**src/rtl/spi_cmd_pkg.sv**
```systemverilog
// Shared types and constants for the SPI command decoder.
package spi_cmd_pkg;

  typedef enum logic [2:0] {
    IDLE,
    GET_CMD,
    GET_ADDR,
    GET_DHI,
    GET_DLO,
    DRAIN
  } spi_cmd_state_t;

  localparam logic [7:0] CMD_WR      = 8'h01;
  localparam logic [7:0] CMD_RD      = 8'h02;
  localparam logic [7:0] STATUS_BYTE = 8'hA5;
  localparam int         FRAME_BYTES = 4;

endpackage

```
**src/rtl/spi_reg_file.sv**
```systemverilog
// NUM_REGS x 16-bit register file: one write port, combinational read,
// asynchronous active-low clear. reg[0] is exposed separately for the display.
module spi_reg_file
  import spi_cmd_pkg::*;
#(
  parameter int NUM_REGS = 4,
  parameter int AW       = 2
) (
  input  logic          clk,
  input  logic          reset_n,
  input  logic          we_i,
  input  logic [AW-1:0] waddr_i,
  input  logic [15:0]   wdata_i,
  input  logic [AW-1:0] raddr_i,
  output logic [15:0]   rdata_o,
  output logic [15:0]   reg0_o
);

  logic [15:0] regs_q [NUM_REGS];

  always_ff @(posedge clk or negedge reset_n) begin
    if (!reset_n) begin
      for (int i = 0; i < NUM_REGS; i++) regs_q[i] <= '0;
    end else if (we_i) begin
      regs_q[waddr_i] <= wdata_i;
    end
  end

  assign rdata_o = regs_q[raddr_i];
  assign reg0_o  = regs_q[0];

endmodule

```
**src/rtl/spi_cmd_decoder.sv**
```systemverilog
// Assembles 4-byte SPI command frames (CMD, ADDR, DATA_HI, DATA_LO) and
// executes register reads/writes. Optional error counter: SPI_CMD_ERRCNT_EN.
module spi_cmd_decoder #(
  parameter int         NUM_REGS    = 4,
  parameter logic [7:0] STATUS_BYTE = spi_cmd_pkg::STATUS_BYTE,
  parameter logic [7:0] CMD_WR      = spi_cmd_pkg::CMD_WR,
  parameter logic [7:0] CMD_RD      = spi_cmd_pkg::CMD_RD
) (
  input  logic        clk,
  input  logic        reset_n,
  input  logic        cs_n,
  input  logic [7:0]  rx_byte,
  input  logic        rx_valid,
  output logic [7:0]  tx_byte,
  output logic        tx_load,
  output logic [15:0] disp_value,
  output logic        frame_done,
  output logic        frame_err,
  output logic        busy
);
  import spi_cmd_pkg::*;

  localparam int AW = (NUM_REGS > 1) ? $clog2(NUM_REGS) : 1;

  spi_cmd_state_t state_q, state_d;
  logic           cs_prev_q;
  logic           is_wr_q, is_wr_d;
  logic [AW-1:0]  addr_q, addr_d;
  logic           bad_q, bad_d;
  logic [7:0]     dhi_q, dhi_d;
  logic [7:0]     tx_byte_q, tx_byte_d;
  logic           tx_load_q, tx_load_d;
  logic           done_q, done_d;
  logic           err_q, err_d;

  logic           cs_fall, byte_ok, abort, addr_bad, wr_commit;
  logic           rx_errsel, errsel_cur;
  logic [AW-1:0]  rf_raddr;
  logic [15:0]    rf_rdata, rd_word;

  assign cs_fall  = cs_prev_q & ~cs_n;
  // cs_n high wins over a coincident rx_valid: the byte is dropped.
  assign byte_ok  = rx_valid & ~cs_n;
  assign abort    = cs_n & (state_q inside {GET_CMD, GET_ADDR, GET_DHI, GET_DLO});
  assign addr_bad = (32'(rx_byte) >= NUM_REGS) & ~rx_errsel;
  assign rf_raddr = (state_q == GET_ADDR) ? rx_byte[AW-1:0] : addr_q;
  assign wr_commit = (state_q == GET_DLO) & byte_ok & is_wr_q & ~bad_q;

`ifdef SPI_CMD_ERRCNT_EN
  logic [7:0] errcnt_q;
  logic       errsel_q;

  assign rx_errsel  = (32'(rx_byte) == NUM_REGS);
  assign errsel_cur = errsel_q;
  assign rd_word    = (((state_q == GET_ADDR) ? rx_errsel : errsel_q)) ?
                      {8'h00, errcnt_q} : rf_rdata;

  always_ff @(posedge clk or negedge reset_n) begin
    if (!reset_n) begin
      errsel_q <= 1'b0;
      errcnt_q <= '0;
    end else begin
      if ((state_q == GET_ADDR) && byte_ok) errsel_q <= rx_errsel;
      if (wr_commit && errsel_q)            errcnt_q <= '0;
      else if (err_d && errcnt_q != 8'hFF)  errcnt_q <= errcnt_q + 8'd1;
    end
  end
`else
  assign rx_errsel  = 1'b0;
  assign errsel_cur = 1'b0;
  assign rd_word    = rf_rdata;
`endif

  spi_reg_file #(
    .NUM_REGS (NUM_REGS),
    .AW       (AW)
  ) u_regs (
    .clk     (clk),
    .reset_n (reset_n),
    .we_i    (wr_commit & ~errsel_cur),
    .waddr_i (addr_q),
    .wdata_i ({dhi_q, rx_byte}),
    .raddr_i (rf_raddr),
    .rdata_o (rf_rdata),
    .reg0_o  (disp_value)
  );

  always_ff @(posedge clk or negedge reset_n) begin
    if (!reset_n) begin
      state_q   <= IDLE;
      cs_prev_q <= 1'b1;
      is_wr_q   <= 1'b0;
      addr_q    <= '0;
      bad_q     <= 1'b0;
      dhi_q     <= '0;
      tx_byte_q <= '0;
      tx_load_q <= 1'b0;
      done_q    <= 1'b0;
      err_q     <= 1'b0;
    end else begin
      state_q   <= state_d;
      cs_prev_q <= cs_n;
      is_wr_q   <= is_wr_d;
      addr_q    <= addr_d;
      bad_q     <= bad_d;
      dhi_q     <= dhi_d;
      tx_byte_q <= tx_byte_d;
      tx_load_q <= tx_load_d;
      done_q    <= done_d;
      err_q     <= err_d;
    end
  end

  always_comb begin
    state_d = state_q;
    is_wr_d = is_wr_q;
    addr_d  = addr_q;
    bad_d   = bad_q;
    dhi_d   = dhi_q;
    unique case (state_q)
      IDLE:     if (cs_fall) state_d = GET_CMD;
      GET_CMD: begin
        if (cs_n) state_d = IDLE;
        else if (rx_valid) begin
          if (rx_byte == CMD_WR || rx_byte == CMD_RD) begin
            is_wr_d = (rx_byte == CMD_WR);
            state_d = GET_ADDR;
          end else begin
            state_d = DRAIN;
          end
        end
      end
      GET_ADDR: begin
        if (cs_n) state_d = IDLE;
        else if (rx_valid) begin
          addr_d  = rx_byte[AW-1:0];
          bad_d   = addr_bad;
          state_d = GET_DHI;
        end
      end
      GET_DHI: begin
        if (cs_n) state_d = IDLE;
        else if (rx_valid) begin
          dhi_d   = rx_byte;
          state_d = GET_DLO;
        end
      end
      GET_DLO: begin
        if (cs_n) state_d = IDLE;
        else if (rx_valid) state_d = DRAIN;
      end
      DRAIN:    if (cs_n) state_d = IDLE;
      default:  state_d = IDLE;
    endcase
  end

  always_comb begin
    tx_byte_d = tx_byte_q;
    tx_load_d = 1'b0;
    done_d    = 1'b0;
    err_d     = abort;
    if (!abort) begin
      unique case (state_q)
        IDLE: if (cs_fall) begin
          tx_byte_d = STATUS_BYTE;
          tx_load_d = 1'b1;
        end
        GET_CMD: if (byte_ok && rx_byte != CMD_WR && rx_byte != CMD_RD) err_d = 1'b1;
        GET_ADDR: if (byte_ok && !is_wr_q) begin
          tx_byte_d = addr_bad ? 8'hFF : rd_word[15:8];
          tx_load_d = 1'b1;
        end
        GET_DHI: if (byte_ok && !is_wr_q) begin
          tx_byte_d = bad_q ? 8'hFF : rd_word[7:0];
          tx_load_d = 1'b1;
        end
        GET_DLO: if (byte_ok) begin
          done_d = ~bad_q;
          err_d  = bad_q;
        end
        default: ;
      endcase
    end
  end

  assign tx_byte    = tx_byte_q;
  assign tx_load    = tx_load_q;
  assign frame_done = done_q;
  assign frame_err  = err_q;
  assign busy       = (state_q != IDLE);

endmodule
```
**config.mk**
```make
export PLATFORM = sky130hd
export DESIGN_NAME = spi_cmd_decoder
export DESIGN_NICKNAME = d
export VERILOG_FILES = /design/src/rtl/spi_cmd_pkg.sv /design/src/rtl/spi_reg_file.sv /design/src/rtl/spi_cmd_decoder.sv
export SDC_FILE = /design/constraint.sdc
export NUM_CORES = 1
export LEC_CHECK = 0
export ABC_AREA = 1
export CAP_MARGIN = 10
export CORE_MARGIN = 2
export CORE_UTILIZATION = 58
export CTS_CLUSTER_SIZE = 25
export DETAILED_ROUTE_END_ITERATION = 7
export HOLD_SLACK_MARGIN = 0.12
export PLACE_DENSITY = 0.8
export SYNTH_ARGS = -nofsm -noshare
export SYNTH_HDL_FRONTEND = slang
export SYNTH_SLANG_ARGS = --single-unit
```
**constraint.sdc**
```tcl
create_clock -name clk -period 2.2 [get_ports clk]
set_input_delay 0.22 -clock clk [delete_from_list [all_inputs] [get_ports clk]]
set_output_delay 0.22 -clock clk [all_outputs]
set_load 0.02 [all_outputs]
```
==> results of run 1 <==
-- metal layers --
layer / share of wire / wire length [um] / track usage
met4: 0.026 / 295 / 0.132
met1: 0.41 / 4660 / 0.370
met3: 0.087 / 975 / 0.0448
met5: 0 / 0 / 0
met2: 0.47 / 5340 / 0.460
-- layout by cell type, fill, tap and decap left out --
cell type and instances:
a21oi_1 3, dfstp_2 1, o21ai_1 15, clkbuf_8 10, and2_4 1, inv_4 1
o21ai_0 66, clkdlybuf4s50_1 38, nand2_1 177, dlygate4sd3_1 1, inv_2 2, nand2_4 3
a21oi_2 1, o211ai_1 1, nor2_1 9, dfrtp_1 90, nand4_1 3, buf_4 16
o22ai_1 1, nor3_2 1, o21ai_4 1, nand3_2 4, or2_2 4, inv_1 92
nand2_2 3, nor2_4 1, bufinv_16 3, clkinvlp_4 3, nand3_1 75, clkinv_1 2
-- report_power, final --
group | total, mW | switching, mW | internal [mW]
registers | 1.75 | 0.0375 | 1.71
clock network | 1.40 | 0.612 | 0.785
logic | 0.555 | 0.364 | 0.191
-- repair_timing --
item / 4_1_cts / 5_1_grt
gates resized for setup: 0 / 1
hold buffers: 1 / 0
setup endpoints to repair: 0 / 5
hold endpoints to repair: 48 / 0
-- worst reg2reg max path: cells and delay by family (launching register included) --
kind          cells  cell delay, ns
buf+inv           2            0.21
flops             1            0.48
simple gates      9            1.26
-- logic make-up after synthesis --
kind of cell | after synthesis | synth area share
AOI/OAI and AO/OA | 88 | 0.100
buffers and inverters | 135 | 0.132
DFF | 91 | 0.498
and+or+nand+nor | 281 | 0.270
-- metrics by stage --
| stage | hold slack (ns) | utilization | instance area, um^2 | power [mW] | worst slack [ns] |
|---|---|---|---|---|---|
| 3_3_place_gp | 0.295 | 0.646 | 4970 | 2.32 | 0.127 |
| 6_report | 0.348 | 0.681 | 5230 | 3.70 | 0.193 |
| 3_5_place_dp | 0.293 | 0.646 | 4970 | 2.33 | 0.102 |
| 5_1_grt | 0.358 | 0.681 | 5230 | 3.84 | 0.0586 |
| 2_1_floorplan | -0.0756 | - | 4580 | 2.11 | 0.588 |
| 4_1_cts | 0.348 | 0.680 | 5230 | 3.71 | 0.151 |
-- flip-flops by register name (all words and copies together), names as in the netlist --
name and cells:
u_regs.reg0_o 16, is_wr_q 1, tx_byte 8, cs_prev_q 1
addr_q 2, state_q 3, frame_done 1, dhi_q 8
frame_err 1, bad_q 1, u_regs.regs_q 48, tx_load 1
-- layout make-up --
type,instances,share of cell area
Timing Repair Buffer,55,0.0976
Inverter,97,0.0701
Clock inverter,6,0.0215
Clock buffer,10,0.0263
Multi-Input combinational cell,369,0.325
Sequential cell,91,0.435
Tap cell,102,0.0244
-- worst max-delay path by stage --
| stage | startpoint | to | cells past startpoint |
|---|---|---|---|
| after CTS | state_q[2] | tx_byte[6] | 11 |
| after global routing | state_q[2] | tx_byte[5] | 11 |
| after global placement | rx_byte[0] | tx_byte[5] | 11 |
| after floorplan | state_q[2] | tx_byte[0] | 7 |
| after detailed placement | rx_byte[0] | tx_byte[2] | 11 |
| final | state_q[2] | busy | 3 |
==> impl_metrics.py, run 1 <==
metrics = {
    "outcome": {
        "status": "finished clean",
    },
    "yosys": {
        "synth_area_mm2": 0.00458,
        "synth_edf_count": 0,
        "yosysSeqAreaShare": 0.498,
        "postSynthCellCount": 595,
        "avgSynthCellArea_um2": 7.69,
        "synth.largest_area_cell": "dfrtp_1",
        "yosysWarningCount": 0,
        "synth_flop_cell": "dfrtp_1",
        "synth_top_area_share": 0.492,
        "yosys-top-cells-area": "dfrtp_1, nand2_1, nand3_1",
        "ys_top_cells_by_count": "nand2_1, inv_1, dfrtp_1, nand3_1, o21ai_0",
        "synth-seq-cells": 91,
        "async_flop_share": 1.00,
        "synth.most_common_cell": "nand2_1",
        "yosysUniqueCellTypes": 28,
        "syn_nets": 607,
    },
    "critical_path": {
        "end_kind": "output pin",
        "slowest_stage": "clkdlybuf4s50_1",
        "r2r_end": "tx_byte[2]",
        "cp-start-kind": "flip-flop",
        "cpPeakStageDelay_ns": 0.57,
        "cp_max_fo": 6,
        "path_buf_inv": 1,
        "worstSetupPathType": "flip-flop to output pin",
        "required_ns": 1.98,
        "rrSetupSlack_ns": 0.20,
        "rr_worst_depth": 11,
        "path_cells": "nor2_4 > nand2_1 > clkdlybuf4s50_1",
        "r2r-start": "state_q[2]",
        "crit_family": "buffers and inverters",
        "critPathArrivalTime_ns": 1.79,
    },
    "cells_and_area": {
        "antenna_cells": 0,
        "drive_above_1_share": 0.0876,
        "layoutNonFillerInstCount": 730,
        "multiInputGateArea_mm2": 0.00170,
        "fillCellCount": 651,
        "fin_nets": 635,
        "areaGrowthSynthToFinish_pct": 14.3,
        "seqCellArea_mm2": 0.00228,
    },
    "routing": {
        "postRouteAntennaNets": 0,
        "dr.first_iter.drc_count": 425,
        "drt_first_pass_iters": 5,
        "remaining_drc_errors": 0,
        "drt-total-wl_mm": 11.3,
        "viasPerCell": 5.50,
        "wl_per_cell_um": 15.4,
        "num_vias": 4012,
    },
    "grt": {
        "grt_overflow": 0,
        "antenna_found_initial": 0,
        "grtUsageTotal": 0.282,
        "grt_pass1_vias": 3917,
        "grt_start_max_net_pins": 53,
        "grt_pass1_wl_mm": 18.8,
    },
    "worst_hold_path": {
        "hold_depth": 1,
        "whs_endpoint": "cs_prev_q",
        "hold_class": "input port to flip-flop",
        "min_from": "cs_n",
    },
    "clock_tree": {
        "clkSinkCount": 91,
        "numCtsBuffers": 9,
        "cts_tree": "done",
        "clockRootBuffer": "clkbuf_8",
        "path_clk_slew_ns": 0.09,
        "cts-htree-levels": 3,
        "cts_setup_buffers": 0,
        "clock_path_buffers": 2,
        "clock_latency_ns": 0.37,
    },
    "sta": {
        "tns_ns": 0,
        "finalHoldViolCount": 0,
        "tightest_slew_ns": 0.662,
        "finalSetupViolCount": 0,
        "fin_crit_sh": 0.912,
        "finClkSkew_ns": 0.0115,
        "min_period_ns": 2.01,
        "fmax_mhz": 498,
        "rsz0062_at_grt": "no",
        "slew_headroom": 0.558,
        "drv_slew": 0,
    },
    "run": {
        "drv_cap": 0,
    },
    "floorplanning": {
        "io_pins": 40,
        "row_count": 32,
        "dieArea_mm2": 0.00862,
        "die_w_um": 92.8,
        "fp.dieH_um": 92.8,
        "core_mm2": 0.00769,
        "start_util": 0.596,
    },
    "placement": {
        "place_inst": 713,
        "globalplace.congestion": 0.918,
        "dp_hpwl_mm": 7.32,
        "io_buffers": 39,
    },
    "power": {
        "p_per_area_mw_per_mm2": 708,
        "p_leak_nw": 2.39,
        "ir_drop_uv": 380,
    },
}
Note: power is estimated with default switching activity, not from simulation.
==> run 2, diff against run 1 <==
- CORE_ASPECT_RATIO: unset -> 1.1
==> impl_metrics.py, run 2 (synthesis gave the netlist of run 1 again) <==
metrics = {
    "outcome": {
        "status": "finished clean",
    },
    "critical_path": {
        "cp-start-kind": "flip-flop",
        "path_buf_inv": 2,
        "worstSetupPathType": "flip-flop to flip-flop",
        "crit_top_cell": "nand3_1",
        "cpPeakStageDelay_ns": 0.47,
        "rrSetupSlack_ns": 0.21,
        "r2r-start": "state_q[2]",
        "required_ns": 2.50,
        "critPathArrivalTime_ns": 2.29,
        "cp_max_fo": 16,
        "crit_family": "simple AND/OR/NAND/NOR gates",
        "r2r_end": "tx_byte[7]",
        "rr_worst_depth": 11,
        "slowest_stage": "dfrtp_1",
        "end_kind": "flip-flop",
        "path_cells": "nor2_4 > nand2_4 > inv_4 > nand2_2 > nand2_2 > nand3_1 > nand3_1 > nand2_1 > nand3_1 > nand2_1 > inv_1",
    },
    "routing": {
        "postRouteAntennaNets": 0,
        "drt-total-wl_mm": 10.7,
        "drt_first_pass_iters": 5,
        "remaining_drc_errors": 0,
        "dr.first_iter.drc_count": 352,
        "wl_per_cell_um": 14.4,
        "viasPerCell": 5.43,
        "num_vias": 4010,
    },
    "sta": {
        "finalHoldViolCount": 0,
        "fmax_mhz": 503,
        "finalSetupViolCount": 0,
        "slew_headroom": 0.590,
        "drv_slew": 0,
        "rsz0062_at_grt": "no",
        "finClkSkew_ns": 0.0158,
        "tns_ns": 0,
        "tightest_slew_ns": 0.616,
        "min_period_ns": 1.99,
        "fin_crit_sh": 0.903,
    },
    "grt": {
        "grt_start_max_net_pins": 49,
        "antenna_found_initial": 0,
        "grtUsageTotal": 0.264,
        "grt_overflow": 0,
        "grt_pass1_vias": 3731,
        "grt_pass1_wl_mm": 17.6,
    },
    "clock_tree": {
        "path_clk_slew_ns": 0.09,
        "cts_resized": 0,
        "cts_tree": "done",
        "cts_setup_buffers": 0,
        "numCtsBuffers": 9,
        "cts-htree-levels": 3,
        "clock_latency_ns": 0.37,
        "clock_path_buffers": 2,
        "clkSinkCount": 91,
        "clockRootBuffer": "clkbuf_8",
    },
    "worst_hold_path": {
        "hold_class": "input port to flip-flop",
        "whs_endpoint": "cs_prev_q",
        "hold_depth": 1,
        "min_from": "cs_n",
    },
    "placement": {
        "globalplace.congestion": 0.910,
        "io_buffers": 39,
        "dp_hpwl_mm": 7.17,
        "place_inst": 722,
    },
    "cells_and_area": {
        "layoutNonFillerInstCount": 739,
        "mostFrequentLayoutCells": "nand2_1, inv_1, dfrtp_1",
        "largest-register": "u_regs.regs_q",
        "drive_above_1_share": 0.0931,
        "antenna_cells": 0,
        "areaGrowthSynthToFinish_pct": 15.7,
        "final_common_cell": "nand2_1",
        "fin_nets": 641,
        "largest_reg_flops": 48,
    },
    "floorplanning": {
        "dieArea_mm2": 0.00862,
        "start_util": 0.606,
        "die_w_um": 88.7,
        "row_count": 33,
        "fp.dieH_um": 97.2,
        "io_pins": 40,
        "core_mm2": 0.00756,
    },
    "run": {
        "drv_cap": 0,
    },
    "power": {
        "p_per_area_mw_per_mm2": 673,
        "p_leak_nw": 2.43,
        "ir_drop_uv": 342,
    },
}
==> run 2: cell count changes in the layout (fill, tap and decap cells not counted), sizes merged <==
cell,previous run,this run
clkbuf,10,12
clkinv,2,4
buf,16,22
bufinv,3,2
clkinvlp,3,0
==> run 2: power breakdown <==
group | switching (mW) | internal (mW)
Clock | 0.586 | 0.673
Sequential | 0.0372 | 1.71
Combinational | 0.356 | 0.199
==> run 2: through the flow <==
step	hold slack [ns]	util	instance area [um^2]	power, mW	setup slack, ns
2_1_floorplan	-0.0756	-	4580	2.11	0.588
6_report	0.355	0.701	5300	3.57	0.213
5_1_grt	0.385	0.701	5300	3.69	0.0596
3_5_place_dp	0.270	0.670	5070	2.33	0.177
4_1_cts	0.358	0.701	5300	3.56	0.233
3_3_place_gp	0.264	0.670	5070	2.33	0.195
==> run 2: layout make-up <==
class,count,area [um^2]
Sequential cell,91,2280
Timing Repair Buffer,61,606
Clock inverter,4,73.8
Fill cell,638,2260
Inverter,97,367
Multi-Input combinational cell,369,1690
Tap cell,105,131
Clock buffer,12,145
==> run 2: timing repair <==
action | in CTS | in global routing
hold endpoints to repair | 46 | 0
hold buffers | 1 | 0
setup endpoints to repair | 0 | 0
==> run 2: worst max-delay path by stage <==
| stage | from | slack, ns | to | depth (start not counted) |
|---|---|---|---|---|
| floorplan | state_q[2] | 0.59 | tx_byte[0] | 7 |
| global placement | rx_byte[7] | 0.20 | state_q[2] | 9 |
| detailed placement | rx_byte[7] | 0.18 | state_q[2] | 9 |
| CTS | state_q[2] | 0.23 | busy | 3 |
| global route | state_q[2] | 0.06 | tx_byte[7] | 11 |
| finish | state_q[2] | 0.21 | tx_byte[7] | 11 |
==> run 2: routing by layer <==
metal	vias up	track usage	routed length (um)
li1	1913	-	-
met1	1895	0.371	4650
met2	170	0.400	4980
met3	32	0.0391	727
met4	0	0.122	310
met5	-	0	0
